--- src/rtl/token_stream_engine.sv ---
// token_stream_engine
//   Streams per-channel word runs out of the GLB into the PE array. It also
//   writes returned partial sums back to the GLB while the read stream runs.
//
//   Ports
//     clk, rst            single clock, synchronous active-high reset
//     PASS_START          one-cycle pass start (ignored unless idle)
//     pass_ch_en/base/len per-channel enable, GLB base, word count (ch0 in LSBs)
//     BASE_OPSUM          psum write base address
//     pass_psum_len       number of psum words to write back
//     glb_read_*          read request (ready = RE), data returns one cycle later
//     glb_write_*, WEB    registered write request, held until glb_write_ready
//     token_data/token_ch skid FIFO head
//     pe_valid            one-hot valid for that head
//     pe_ready            per-channel PE ready
//     pe_psum_*           psum handshake from the PE array
//     busy, pass_done     pass in progress / one-cycle completion pulse

// Per-channel read cursor: base, words remaining and words issued.
module tse_rd_ch #(
    parameter int ADDR_WIDTH = 32,
    parameter int LEN_WIDTH  = 16
) (
    input  logic                  clk,
    input  logic                  rst,
    input  logic                  load,
    input  logic                  en,
    input  logic                  issue,
    input  logic [ADDR_WIDTH-1:0] base,
    input  logic [LEN_WIDTH-1:0]  len,
    output logic [ADDR_WIDTH-1:0] addr,
    output logic                  pending
);
    logic [ADDR_WIDTH-1:0] base_q;
    logic [LEN_WIDTH-1:0]  rem_q, cnt_q;

    always_ff @(posedge clk) begin
        if (rst) begin
            base_q <= '0;
            rem_q  <= '0;
            cnt_q  <= '0;
        end else if (load) begin
            base_q <= base;
            rem_q  <= en ? len : '0;
            cnt_q  <= '0;
        end else if (issue) begin
            rem_q  <= rem_q - 1'b1;
            cnt_q  <= cnt_q + 1'b1;
        end
    end

    // Address arithmetic wraps naturally at ADDR_WIDTH.
    assign addr    = base_q + ADDR_WIDTH'(cnt_q);
    assign pending = (rem_q != '0);
endmodule

module token_stream_engine #(
    parameter int ADDR_WIDTH = 32,
    parameter int DATA_WIDTH = 32,
    parameter int NUM_CH     = 4,
    parameter int LEN_WIDTH  = 16,
    parameter int SKID_DEPTH = 2
) (
    input  logic                           clk,
    input  logic                           rst,
    input  logic                           PASS_START,
    input  logic [NUM_CH-1:0]              pass_ch_en,
    input  logic [NUM_CH*ADDR_WIDTH-1:0]   pass_base,
    input  logic [NUM_CH*LEN_WIDTH-1:0]    pass_len,
    input  logic [ADDR_WIDTH-1:0]          BASE_OPSUM,
    input  logic [LEN_WIDTH-1:0]           pass_psum_len,
    output logic [ADDR_WIDTH-1:0]          glb_read_addr,
    output logic                           glb_read_ready,
    input  logic [DATA_WIDTH-1:0]          glb_read_data,
    output logic [ADDR_WIDTH-1:0]          glb_write_addr,
    output logic [DATA_WIDTH-1:0]          glb_write_data,
    output logic                           glb_write_valid,
    output logic                           WEB,
    input  logic                           glb_write_ready,
    output logic [DATA_WIDTH-1:0]          token_data,
    output logic [$clog2(NUM_CH)-1:0]      token_ch,
    output logic [NUM_CH-1:0]              pe_valid,
    input  logic [NUM_CH-1:0]              pe_ready,
    input  logic [DATA_WIDTH-1:0]          pe_psum_data,
    input  logic                           pe_psum_valid,
    output logic                           pe_psum_ready,
    output logic                           busy,
    output logic                           pass_done
);
    localparam int CH_W  = $clog2(NUM_CH);
    localparam int CNT_W = $clog2(SKID_DEPTH + 1);
    localparam int PTR_W = (SKID_DEPTH > 1) ? $clog2(SKID_DEPTH) : 1;

    typedef enum logic [1:0] {IDLE, STREAM, DRAIN} state_t;
    typedef struct packed {
        logic [CH_W-1:0]       ch;
        logic [DATA_WIDTH-1:0] data;
    } tok_t;

    state_t state;
    logic   start_acc;

    assign start_acc = PASS_START && (state == IDLE);
    assign busy      = (state != IDLE);

    // ---------------- per-channel read cursors ----------------
    logic [NUM_CH-1:0]                 ch_pend, ch_issue;
    logic [NUM_CH-1:0][ADDR_WIDTH-1:0] ch_addr;

    for (genvar g = 0; g < NUM_CH; g++) begin : g_ch
        tse_rd_ch #(.ADDR_WIDTH(ADDR_WIDTH), .LEN_WIDTH(LEN_WIDTH)) u_ch (
            .clk     (clk),
            .rst     (rst),
            .load    (start_acc),
            .en      (pass_ch_en[g]),
            .issue   (ch_issue[g]),
            .base    (pass_base[g*ADDR_WIDTH +: ADDR_WIDTH]),
            .len     (pass_len[g*LEN_WIDTH +: LEN_WIDTH]),
            .addr    (ch_addr[g]),
            .pending (ch_pend[g])
        );
    end

    // ---------------- round-robin select ----------------
    logic [CH_W-1:0] rr_ptr, sel_ch, idx;
    logic            sel_found;

    always_comb begin
        sel_found = 1'b0;
        sel_ch    = '0;
        idx       = '0;
        for (int i = 1; i <= NUM_CH; i++) begin
            idx = CH_W'((int'(rr_ptr) + i) % NUM_CH);
            if (!sel_found && ch_pend[idx]) begin
                sel_found = 1'b1;
                sel_ch    = idx;
            end
        end
    end

    // ---------------- skid FIFO + read issue ----------------
    tok_t              skid [SKID_DEPTH];
    logic [PTR_W-1:0]  wr_ptr, rd_ptr;
    logic [CNT_W-1:0]  skid_cnt;
    logic              rd_inflight;
    logic [CH_W-1:0]   rd_tag;
    logic              tok_pop, room, rd_issue;

    assign token_data = skid[rd_ptr].data;
    assign token_ch   = skid[rd_ptr].ch;
    assign tok_pop    = (skid_cnt != '0) && pe_ready[token_ch];

    // Slots still claimable once this cycle's pop leaves; the in-flight read
    // already owns one. This keeps the FIFO from overflowing and still lets
    // two entries sustain one token per cycle.
    assign room     = (int'(skid_cnt) + int'(rd_inflight) - int'(tok_pop)) < SKID_DEPTH;
    assign rd_issue = (state == STREAM) && sel_found && room;

    assign glb_read_ready = rd_issue;
    assign glb_read_addr  = rd_issue ? ch_addr[sel_ch] : '0;

    always_comb begin
        ch_issue = '0;
        for (int g = 0; g < NUM_CH; g++)
            ch_issue[g] = rd_issue && (sel_ch == CH_W'(g));
    end

    always_comb begin
        pe_valid = '0;
        if (skid_cnt != '0) pe_valid[token_ch] = 1'b1;
    end

    function automatic logic [PTR_W-1:0] ptr_inc(input logic [PTR_W-1:0] p);
        return (p == PTR_W'(SKID_DEPTH - 1)) ? '0 : p + 1'b1;
    endfunction

    always_ff @(posedge clk) begin
        if (rst) begin
            for (int i = 0; i < SKID_DEPTH; i++) skid[i] <= '0;
            wr_ptr      <= '0;
            rd_ptr      <= '0;
            skid_cnt    <= '0;
            rd_inflight <= 1'b0;
            rd_tag      <= '0;
            rr_ptr      <= CH_W'(NUM_CH - 1);
        end else begin
            rd_inflight <= rd_issue;
            if (rd_issue) rd_tag <= sel_ch;
            // A new pass restarts arbitration at ch0.
            if (start_acc)     rr_ptr <= CH_W'(NUM_CH - 1);
            else if (rd_issue) rr_ptr <= sel_ch;
            // Read data is valid exactly one cycle after its request.
            if (rd_inflight) begin
                skid[wr_ptr] <= '{ch: rd_tag, data: glb_read_data};
                wr_ptr       <= ptr_inc(wr_ptr);
            end
            if (tok_pop) rd_ptr <= ptr_inc(rd_ptr);
            skid_cnt <= skid_cnt + CNT_W'(rd_inflight) - CNT_W'(tok_pop);
        end
    end

    // ---------------- psum writeback + pass FSM ----------------
    logic [ADDR_WIDTH-1:0] opsum_base;
    logic [LEN_WIDTH-1:0]  psum_rem, psum_cnt;
    logic                  psum_hs, drain_ok;

    assign pe_psum_ready = busy && (psum_rem != '0) && (!glb_write_valid || glb_write_ready);
    assign psum_hs       = pe_psum_valid && pe_psum_ready;
    assign drain_ok      = !rd_inflight && (skid_cnt == '0) && (psum_rem == '0) && !glb_write_valid;
    assign pass_done     = (state == DRAIN) && drain_ok;

    always_ff @(posedge clk) begin
        if (rst) begin
            state           <= IDLE;
            opsum_base      <= '0;
            psum_rem        <= '0;
            psum_cnt        <= '0;
            glb_write_addr  <= '0;
            glb_write_data  <= '0;
            glb_write_valid <= 1'b0;
            WEB             <= 1'b1;
        end else begin
            case (state)
                IDLE: if (start_acc) begin
                    state      <= STREAM;
                    opsum_base <= BASE_OPSUM;
                    psum_rem   <= pass_psum_len;
                    psum_cnt   <= '0;
                end
                STREAM: if (ch_pend == '0) state <= DRAIN;
                DRAIN:  if (drain_ok) state <= IDLE;
                default: state <= IDLE;
            endcase

            // A handshake only happens when the slot is empty or being freed.
            if (psum_hs) begin
                glb_write_addr  <= opsum_base + ADDR_WIDTH'(psum_cnt);
                glb_write_data  <= pe_psum_data;
                glb_write_valid <= 1'b1;
                WEB             <= 1'b0;
                psum_rem        <= psum_rem - 1'b1;
                psum_cnt        <= psum_cnt + 1'b1;
            end else if (glb_write_valid && glb_write_ready) begin
                glb_write_valid <= 1'b0;
                WEB             <= 1'b1;
            end
        end
    end
endmodule
--- config.mk ---
export PLATFORM = sky130hd
export DESIGN_NAME = token_stream_engine
export DESIGN_NICKNAME = d
export VERILOG_FILES = /design/src/rtl/token_stream_engine.sv
export SDC_FILE = /design/constraint.sdc
export NUM_CORES = 1
export LEC_CHECK = 0
export ABC_AREA = 1
export CORE_UTILIZATION = 50
export CTS_BUF_LIST = sky130_fd_sc_hd__clkbuf_16
export DETAILED_ROUTE_END_ITERATION = 7
export PLACE_DENSITY = 0.81
export SETUP_SLACK_MARGIN = 0.05
export SYNTH_ARGS = -nofsm -noshare
export SYNTH_HDL_FRONTEND = slang
export SYNTH_SLANG_ARGS = --single-unit
export TNS_END_PERCENT = 30
--- constraint.sdc ---
create_clock -name clk -period 5.4 [get_ports clk]
set_input_delay 0.81 -clock clk [delete_from_list [all_inputs] [get_ports clk]]
set_output_delay 0.81 -clock clk [all_outputs]
set_load 0.05 [all_outputs]
Yosys cells after proc, flatten, opt, wreduce, memory -nomap -nowiden
Memories as Yosys holds them, arrays and structs flattened. A register that Yosys moved wholly into a read port is not among the register bits.
Cells that the tools add are included.
{"block": "totals", "register_bits": 397, "latchBits": 0, "ramBits": 68, "rom_bits": 0, "input_bits": 317, "output_inout_bits": 140, "wordCells": 180, "memories": 1}
{"memory": "skid", "words": 2, "word_bits": 34, "rd": 1, "rd_ports_with_merged_regs": 1, "wr": 2, "line": "142", "source": "tok_t skid [SKID_DEPTH];"}
{"block": "classes", "add_sub_neg": 25, "mul": 0, "div": 0, "order_cmp": 8, "n_eq_ne": 8, "shift": 0, "n_mux": 62, "n_bitwise": 0, "reduce_logical": 50}
{"op": "$mux W16", "count": 18}
{"op": "$add A32 B16 Y32", "count": 5}
{"op": "$add A16 B1 Y16 const B", "count": 5}
{"op": "$reduce_bool A16 Y1", "count": 5}
{"op": "$sub A16 B1 Y16 const B", "count": 5}
{"op": "$bmux W32 S2", "count": 1}
{"op": "$mux W32", "count": 2}
{"op": "$mux W34", "count": 1}
{"op": "$reduce_or A34 Y1", "count": 1}
{"op": "$mux W1", "count": 25}
{"op": "$logic_and A1 B1 Y1", "count": 20}
{"op": "$lt A2 B3 Y1 const B", "count": 6}
{"op": "$reduce_bool A2 Y1", "count": 9}
{"op": "$logic_not A16 Y1", "count": 1}
{"op": "$mux W2", "count": 7}
{"op": "$bmux W1 S2", "count": 5}
{"op": "$eq A2 B2 Y1 const B", "count": 3}
{"op": "$logic_not A2 Y1", "count": 3}
{"op": "$pmux W2 S3", "count": 1}
{"op": "$logic_not A1 Y1", "count": 5}
{"op": "$add A2 B1 Y2 const B", "count": 2}
{"op": "$add A2 B2 Y2 const B", "count": 2}
{"op": "$eq A2 B1 Y1 const B", "count": 2}
{"op": "$logic_not A4 Y1", "count": 1}
{"op": "other kinds (15)", "count": 18}

Depth between registers and ports, before layout
Gate-level depths: netlist of run 1.
{"block": "logic_depth", "word_depth": 18, "mapped_depth": 25, "ltp_nobuf": 25}

Hierarchy
Synthesis of run 1 repeated with hierarchy kept, for this count alone.
{"block": "unflattened", "cells_unflattened": 4656, "area_unflattened_um2": 29848.6}
{"module": "tse_rd_ch at g_ch[0].u_ch ...", "n_inst": 3, "cells_per_inst": 734, "area_each_um2": 4445.5, "seq_area_each_um2": 1281.2}
{"module": "token_stream_engine", "n_inst": 1, "cells_per_inst": 1711, "area_each_um2": 11959.0, "seq_area_each_um2": 4884.7}
{"module": "tse_rd_ch at g_ch[3].u_ch", "n_inst": 1, "cells_per_inst": 743, "area_each_um2": 4553.1, "seq_area_each_um2": 1281.2}

Worst setup path before layout of run 1
OpenSTA, ideal clock, no wires.
{"block": "synth_timing", "path_kind": "reg2out", "from": "reg with a tool-made name", "to": "out glb_read_addr[11]", "arrival_time_ps": 4570, "required_ps": 4590, "setup_slack_ps": 20, "stages_incl_launch_ff": 22, "path_buffers": 3, "cell_sequence": "dfxtp_1 clkbuf_1 o21ai_0 inv_1 nor2_1 a22oi_1 nand3_1 nand2_1 inv_1 ha_1 inv_1 ha_1 inv_1 fa_1 xnor2_1 a22o_1 nand2_2 inv_2 buf_2 buf_1 nand2_1 nor2_1"}
{"element": "to (decl)", "line": "72", "source": "output logic [ADDR_WIDTH-1:0] glb_read_addr,"}

==> results.toml, run 1 <==
[worst_setup_path]
worst-setup-path-type = "reg -> out"
cp_max_fo = 13
crit_arrival_ns = 4.29
critical_path_required_ns = 4.59
critPathLaunchType = "flop"
rrSetupSlack_ns = 1.07
rr_worst_depth = 23
r2r_end = "g_ch[2].u_ch.rem_q[1]"
worstSetupEndpointType = "primary output"

[layout]
finalCoreUtilization_pct = 63.79
area_growth_pct = 25.60
nets = 4915
fillCellCount = 4937
drive_above_1_share_pct = 5.159
final_cells = 5290

[clock_network]
clock_path_buffers = 3
h-tree-depth = 2
clk_latency_ns = 0.62
cts_sinks = 466
cts-buffers-inserted = 52
clkTransAtPathRegs_ns = 0.06
root_buffer = "clkbuf_16"
tritoncts = "done"

[timing]
fmax_mhz = 196.1
report.final.slew_viol_count = 0
finalCriticalPeriod_ns = 5.100
setup_viol = 0
slew_headroom_pct = 30.16
post-route-period-util_pct = 94.45
fin_ws_ns = 0.2997
finalHoldViolations = 0
fin_skew_ns = 0.02266
tightest_slew_ns = 1.046
setup_tns_ns = 0
rsz0062_at_grt = "no"

[global_route]
overflow = 0
grt_pass1_wl_um = 145300
antenna_found_initial = 11
grt_pass1_vias = 27340
grtUsageTotal_pct = 32.11
grt_start_max_net_pins = 128

[synthesis]
yosys.cell_types.count = 57
synthMuxAreaShare_pct = 1.325
ys_warn_count = 0
syn_area_sq_um = 28040
synth_fp_nets = 4539
ys_seq_area_share_pct = 35.70
yosys.area_share.simple_pct = 30.06
synth_edf_count = 68
syn_inst = 4118
synth_xor_area_share_pct = 5.467
yosys.area_share.adder_pct = 4.802
synth_top_family_by_area = "simple AND/OR/NAND/NOR gates"
syn-mean-instance-area_sq_um = 6.808
async_reset_ff_share_pct = 0
ys_ff_latch = 466
yosys_most_used_dff = "dfxtp_1"
synth_compound_area_share_pct = 15.13

[routing]
vias_per_cell = 5.508
drt_iter0_drc = 2365
first_pass_iters = 6
routed-via-count = 29140
ant_nets = 0
drc = 0
drt-total-wl_um = 93800
drt-wirelength-per-cell_um = 17.73

[placed_design]
dp_hpwl_um = 70130
portBuffers = 456
post-place-ws_ns = 0.3923
placed_cells = 5186
gp_congestion = 1.018

[floorplanning]
ioPinCount = 457
die_w_um = 238.8
start_util_pct = 50.79
core-area_sq_um = 55200
dieArea_sq_um = 57020
rows = 86
fp.dieH_um = 238.8

[power_and_ir_drop]
powerDensity_nw_per_um2 = 338.8
ir_drop_v = 0.0002545
p_leak_nw = 14.63
p_total_mw = 11.93

[flow_run]
cap_violations = 0

[worst_hold_path]
hold_start = "rd_ptr"
min_to = "rd_ptr"
hold_depth = 1
hold_class = "reg -> reg"

[run_status]
status = "complete, no violations"
worst max-delay path: stages (launching register included):
cell and delay (ns):
dfxtp_2 0.45, mux2_2 0.44, nor2_1 0.12, a22oi_1 0.09
nand3_1 0.12, nand2_1 0.06, inv_1 0.10, ha_1 0.23
inv_1 0.05, ha_1 0.16, inv_1 0.06, fa_1 0.37
xnor2_1 0.14, a22o_1 0.22, nand2_2 0.09, inv_2 0.10
nand3_2 0.22, clkinv_4 0.21, nand3_1 0.13, o21ai_2 0.16
buf_12 0.17
kinds of logic (layout without fill, tap and decap cells):
kind of cell / after synthesis / in the layout
flip-flops: 466 / 466
AND/OR/NAND/NOR: 2032 / 2032
multiplexers: 33 / 33
XOR/XNOR: 175 / 175
adder cells (fa/ha/maj): 104 / 104
other: 0 / 6
buffers and inverters: 527 / 945
AO/OA/AOI/OAI: 781 / 781
state kept, by name, summed over array words and instances (netlist names), named ones only:
signal and count:
psum_cnt 16, g_ch.u_ch.base_q 128, WEB 1, g_ch.u_ch.cnt_q 64, g_ch.u_ch.rem_q 64, skid 68, opsum_base 32, glb_write_valid 1
rd_inflight 1, glb_write_addr 32, rd_ptr 1, rd_tag 2, psum_rem 16, rr_ptr 2, skid_cnt 2, wr_ptr 1
state 2, glb_write_data 32
cell type report:
class / instances / area, sq um / share of cell area (%)
clock inverter: 42 / 389.1 / 1.105
sequential: 466 / 10010 / 28.43
inverter: 359 / 1365 / 3.876
tap: 748 / 935.9 / 2.658
multi-input combinational: 3125 / 15950 / 45.29
timing repair buffer: 490 / 5197 / 14.76
antenna: 6 / 15.01 / 0.04264
clock buffer: 54 / 1351 / 3.837
power breakdown:
group | switching [mW] | leakage, nW | internal (mW)
Sequential | 0.274 | 3.97 | 3.83
Clock | 1.53 | 0.907 | 2.15
Combinational | 2.69 | 9.75 | 1.47
what timing repair did:
| action | in CTS | in global routing |
|---|---|---|
| gates cloned | 0 | 0 |
| gates resized for setup | 1 | 6 |
| setup buffers | 2 | 0 |
| hold buffers | 0 | 0 |
| hold endpoints to repair | 0 | 0 |
| setup endpoints to repair | 12 | 32 |
placed cells by master, fill, tap and decap left out, types with 7 or more instances in the layout:
| cell type | count |
|---|---|
| a21oi_1 | 332 |
| o22ai_1 | 8 |
| xor2_1 | 113 |
| nand2_1 | 889 |
| clkinv_1 | 8 |
| clkinv_2 | 10 |
| clkdlybuf4s50_1 | 422 |
| a31oi_1 | 13 |
| dfxtp_1 | 397 |
| o21ai_0 | 319 |
| edfxtp_1 | 68 |
| inv_1 | 362 |
| o21bai_1 | 13 |
| a22o_1 | 19 |
| clkbuf_16 | 54 |
| nor2_1 | 680 |
| nand2_2 | 9 |
| nand4_1 | 47 |
| ha_1 | 98 |
| buf_4 | 31 |
| or2_2 | 11 |
| nand3b_1 | 9 |
| bufinv_16 | 7 |
| nor4_1 | 35 |
| nand3_1 | 256 |
| a21o_1 | 12 |
| o211ai_1 | 9 |
| mux2_2 | 33 |
| nor3_1 | 68 |
| buf_12 | 37 |
| nor2_2 | 13 |
| o21a_1 | 10 |
| a22oi_1 | 13 |
| xnor2_1 | 62 |
synthesized netlist by cell type, drive strengths merged (9+ instances only):
master / number / area, sq um
o211ai: 9 / 67.56
or2: 11 / 68.82
a22o: 19 / 166.4
o21a: 10 / 75.07
xnor2: 62 / 543.0
edfxtp: 68 / 2042
nand3b: 9 / 67.56
nor3: 68 / 340.3
nor2: 695 / 2649
nor4: 35 / 219.0
o21ai: 325 / 1627
buf: 52 / 320.3
a21oi: 335 / 1695
o21bai: 13 / 97.59
nand3: 258 / 1309
a22oi: 13 / 97.59
nand4: 48 / 306.5
xor2: 113 / 989.7
inv: 358 / 1346
mux2: 33 / 371.6
clkbuf: 116 / 435.4
a21o: 12 / 90.09
nand2: 902 / 3428
dfxtp: 398 / 7968
ha: 98 / 1226
a31oi: 13 / 81.33
metal layers:
layer	part of all wire (%)	wire length [um]	vias to the layer above	GRT usage, %
li1	-	-	14330	-
met2	47	44410	1157	54.99
met4	3.3	3092	12	11.05
met3	8.5	7943	191	6.732
met1	41	38270	13450	39.81
met5	0.085	80	-	0
stage by stage:
stage | hold WS [ns] | area (sq um)
global placement | 0.4352 | 33420
CTS | 0.4571 | 35190
detailed placement | 0.4432 | 33420
finish | 0.4629 | 35210
global route | 0.4660 | 35200
floorplan | 0.4258 | 28040
worst max-delay path by stage:
stage,to,cells after the start
2_1_floorplan,glb_read_addr[14],21
3_3_place_gp,glb_read_addr[21],19
3_5_place_dp,glb_read_addr[21],19
4_1_cts,glb_read_addr[21],21
5_1_grt,glb_read_addr[21],22
6_report,glb_read_addr[21],20
Power figures use the tool's default switching activity.
==> run 2, diff against run 1 <==
--- a/config.mk
+++ b/config.mk
@@ -6,10 +6,12 @@
 export NUM_CORES = 1
 export LEC_CHECK = 0
 export ABC_AREA = 1
-export CORE_UTILIZATION = 50
+export CELL_PAD_IN_SITES_DETAIL_PLACEMENT = 0
+export CELL_PAD_IN_SITES_GLOBAL_PLACEMENT = 1
+export CORE_UTILIZATION = 39
 export CTS_BUF_LIST = sky130_fd_sc_hd__clkbuf_16
 export DETAILED_ROUTE_END_ITERATION = 7
-export PLACE_DENSITY = 0.81
+export PLACE_DENSITY = 0.86
 export SETUP_SLACK_MARGIN = 0.05
 export SYNTH_ARGS = -nofsm -noshare
 export SYNTH_HDL_FRONTEND = slang
==> run 2 against run 1 <==
First-iteration DRC count decreased by 23%. Combinational power about the same. Critical path depth increased by 1. Register-to-register slack improved by 0.04 ns. Critical path type unchanged. Setup slack about the same. Via count decreased by 2.3%. Sequential share of layout area decreased by 0.29 points. Critical endpoint unchanged. Flip-flop and latch count unchanged. Clock power increased by 2%. Total power increased by 0.63%. Count of clock-buffer cells in the layout increased by 1.
==> results.toml, run 2 (same netlist as run 1, synthesis figures left out) <==
[worst_setup_path]
worst-setup-path-type = "reg -> out"
worstSetupEndpointType = "primary output"
cp_max_fo = 13
critical_path_required_ns = 4.59
crit_chain = "buf_6 > mux2_4 > nor2_1 > a22oi_1 > nand3_1 > nand2_1 > inv_1 > ha_1 > inv_1 > ha_1 > inv_1 > fa_1 > xnor2_1 > a22o_1 > nand2_2 > inv_2 > nand3_2 > inv_4 > nand3_1 > o21ai_2 > buf_12"
crit_path_max_incr_delay_ns = 0.38
critPathTopFamily = "buffers and inverters"
crit_arrival_ns = 4.29
crit_path_top_delay_cell = "fa_1"
critPathLaunchType = "flop"
path_buf_inv = 7
cp_common_cell = "inv_1"

[global_route]
grt_pass1_wl_um = 153600
antenna_found_initial = 27
grt_pass1_vias = 27100
grtUsageTotal_pct = 26.58
overflow = 0
grt_start_max_net_pins = 183

[timing]
finalHoldViolations = 0
post-route-period-util_pct = 94.46
setup_tns_ns = 0
report.final.slew_viol_count = 0
fmax_mhz = 196.1
slew_headroom_pct = 41.62
fin_skew_ns = 0.01985
finalCriticalPeriod_ns = 5.101
rsz0062_at_grt = "no"
hold_ws_ns = 0.4629
tightest_slew_ns = 0.8757
fin_ws_ns = 0.2993
setup_viol = 0

[floorplanning]
start_util_pct = 39.69
ioPinCount = 457
core-area_sq_um = 70640
dieArea_sq_um = 72960
rows = 97
die_w_um = 270.1
fp.dieH_um = 270.1

[routing]
first_pass_iters = 7
drt-wirelength-per-cell_um = 18.16
drt_iter0_drc = 1817
ant_nets = 0
routed-via-count = 28470
drc = 0
drt-total-wl_um = 99750
vias_per_cell = 5.184

[placed_design]
post-place-ws_ns = 0.3964
dp_hpwl_um = 75830
portBuffers = 456
dpl_cell_area_sq_um = 33700
gp_congestion = 0.9432
placed_cells = 5382

[flow_run]
cap_violations = 0

[clock_network]
tritoncts = "done"
cts_sinks = 466
clk_latency_ns = 0.63
root_buffer = "clkbuf_16"
clock_path_buffers = 3
clkTransAtPathRegs_ns = 0.06
cts-buffers-inserted = 54
h-tree-depth = 2
ctsHoldBuffers = 0

[run_status]
status = "complete, no violations"

[layout]
nets = 4921
fin_area_sq_um = 35580
top_regs = "g_ch.u_ch.base_q (128), skid (68)"
finalCoreUtilization_pct = 50.37
largest_reg_flops = 128
top_register = "g_ch.u_ch.base_q"
final_common_cell = "nand2_1"
layout_common_cells = "nand2_1, nor2_1, clkdlybuf4s50_1"
area_growth_pct = 26.90
drive_above_1_share_pct = 5.502
final_cells = 5492

[power_and_ir_drop]
ir_drop_v = 0.0002694
p_leak_nw = 14.66
p_total_mw = 12.01
powerDensity_nw_per_um2 = 337.5

[worst_hold_path]
hold_class = "reg -> reg"
## run 2: cell type report
class | count | area [sq um]
diodes | 8 | 20.02
clock buffers | 55 | 1376
clock inverters | 45 | 429.2
fillers | 7163 | 35060
inverters | 359 | 1365
multi-input cells | 3125 | 15960
flip-flops and latches | 466 | 10010
well taps | 940 | 1176
repair buffers | 494 | 5244
## run 2: power breakdown
group	internal [mW]	leakage (nW)	switching (mW)	total, mW
sequential	3.83	3.97	0.271	4.10
clock	2.15	0.901	1.60	3.75
combinational	1.48	9.78	2.67	4.15
total	7.47	14.7	4.54	12.0
## run 2: worst reg2reg max path: stages (launching register included)
cell	delay (ns)
dfxtp_2	0.35
buf_6	0.17
mux2_4	0.36
nor2_1	0.11
a22oi_1	0.09
nand3_1	0.12
nand2_1	0.06
inv_1	0.10
ha_1	0.24
inv_1	0.05
ha_1	0.15
inv_1	0.05
fa_1	0.38
xnor2_1	0.15
a22o_1	0.17
nand2_2	0.11
buf_4	0.18
a21oi_4	0.21
buf_4	0.19
nand2_1	0.10
nand2_2	0.37
inv_1	0.26
nor2_1	0.14
nor2_1	0.06
## run 2: final timing paths
path / slack, ns / startpoint / to / depth (start not counted)
setup / recovery: 0.30 / flop / glb_read_addr[21] / 21
hold / removal: 0.46 / rd_ptr / rd_ptr / 1
setup reg to reg: 1.11 / flop / g_ch[2].u_ch.rem_q[2] / 23
hold reg to reg: 0.46 / rd_ptr / rd_ptr / 1
## run 2: timing repair
action | CTS | global route
cloned | 0 | 0
pin swaps | 0 | 0
gates resized for setup | 4 | 6
endpoints found under the setup margin | 13 | 28
setup buffers | 2 | 0
## run 2: layer usage
layer | track usage, % | routed length, um | vias to the layer above
met5 | 0 | 220 | -
met4 | 8.209 | 2864 | 36
met3 | 5.832 | 6565 | 179
met2 | 45.83 | 47620 | 739
met1 | 32.78 | 42480 | 13170
li1 | - | - | 14350
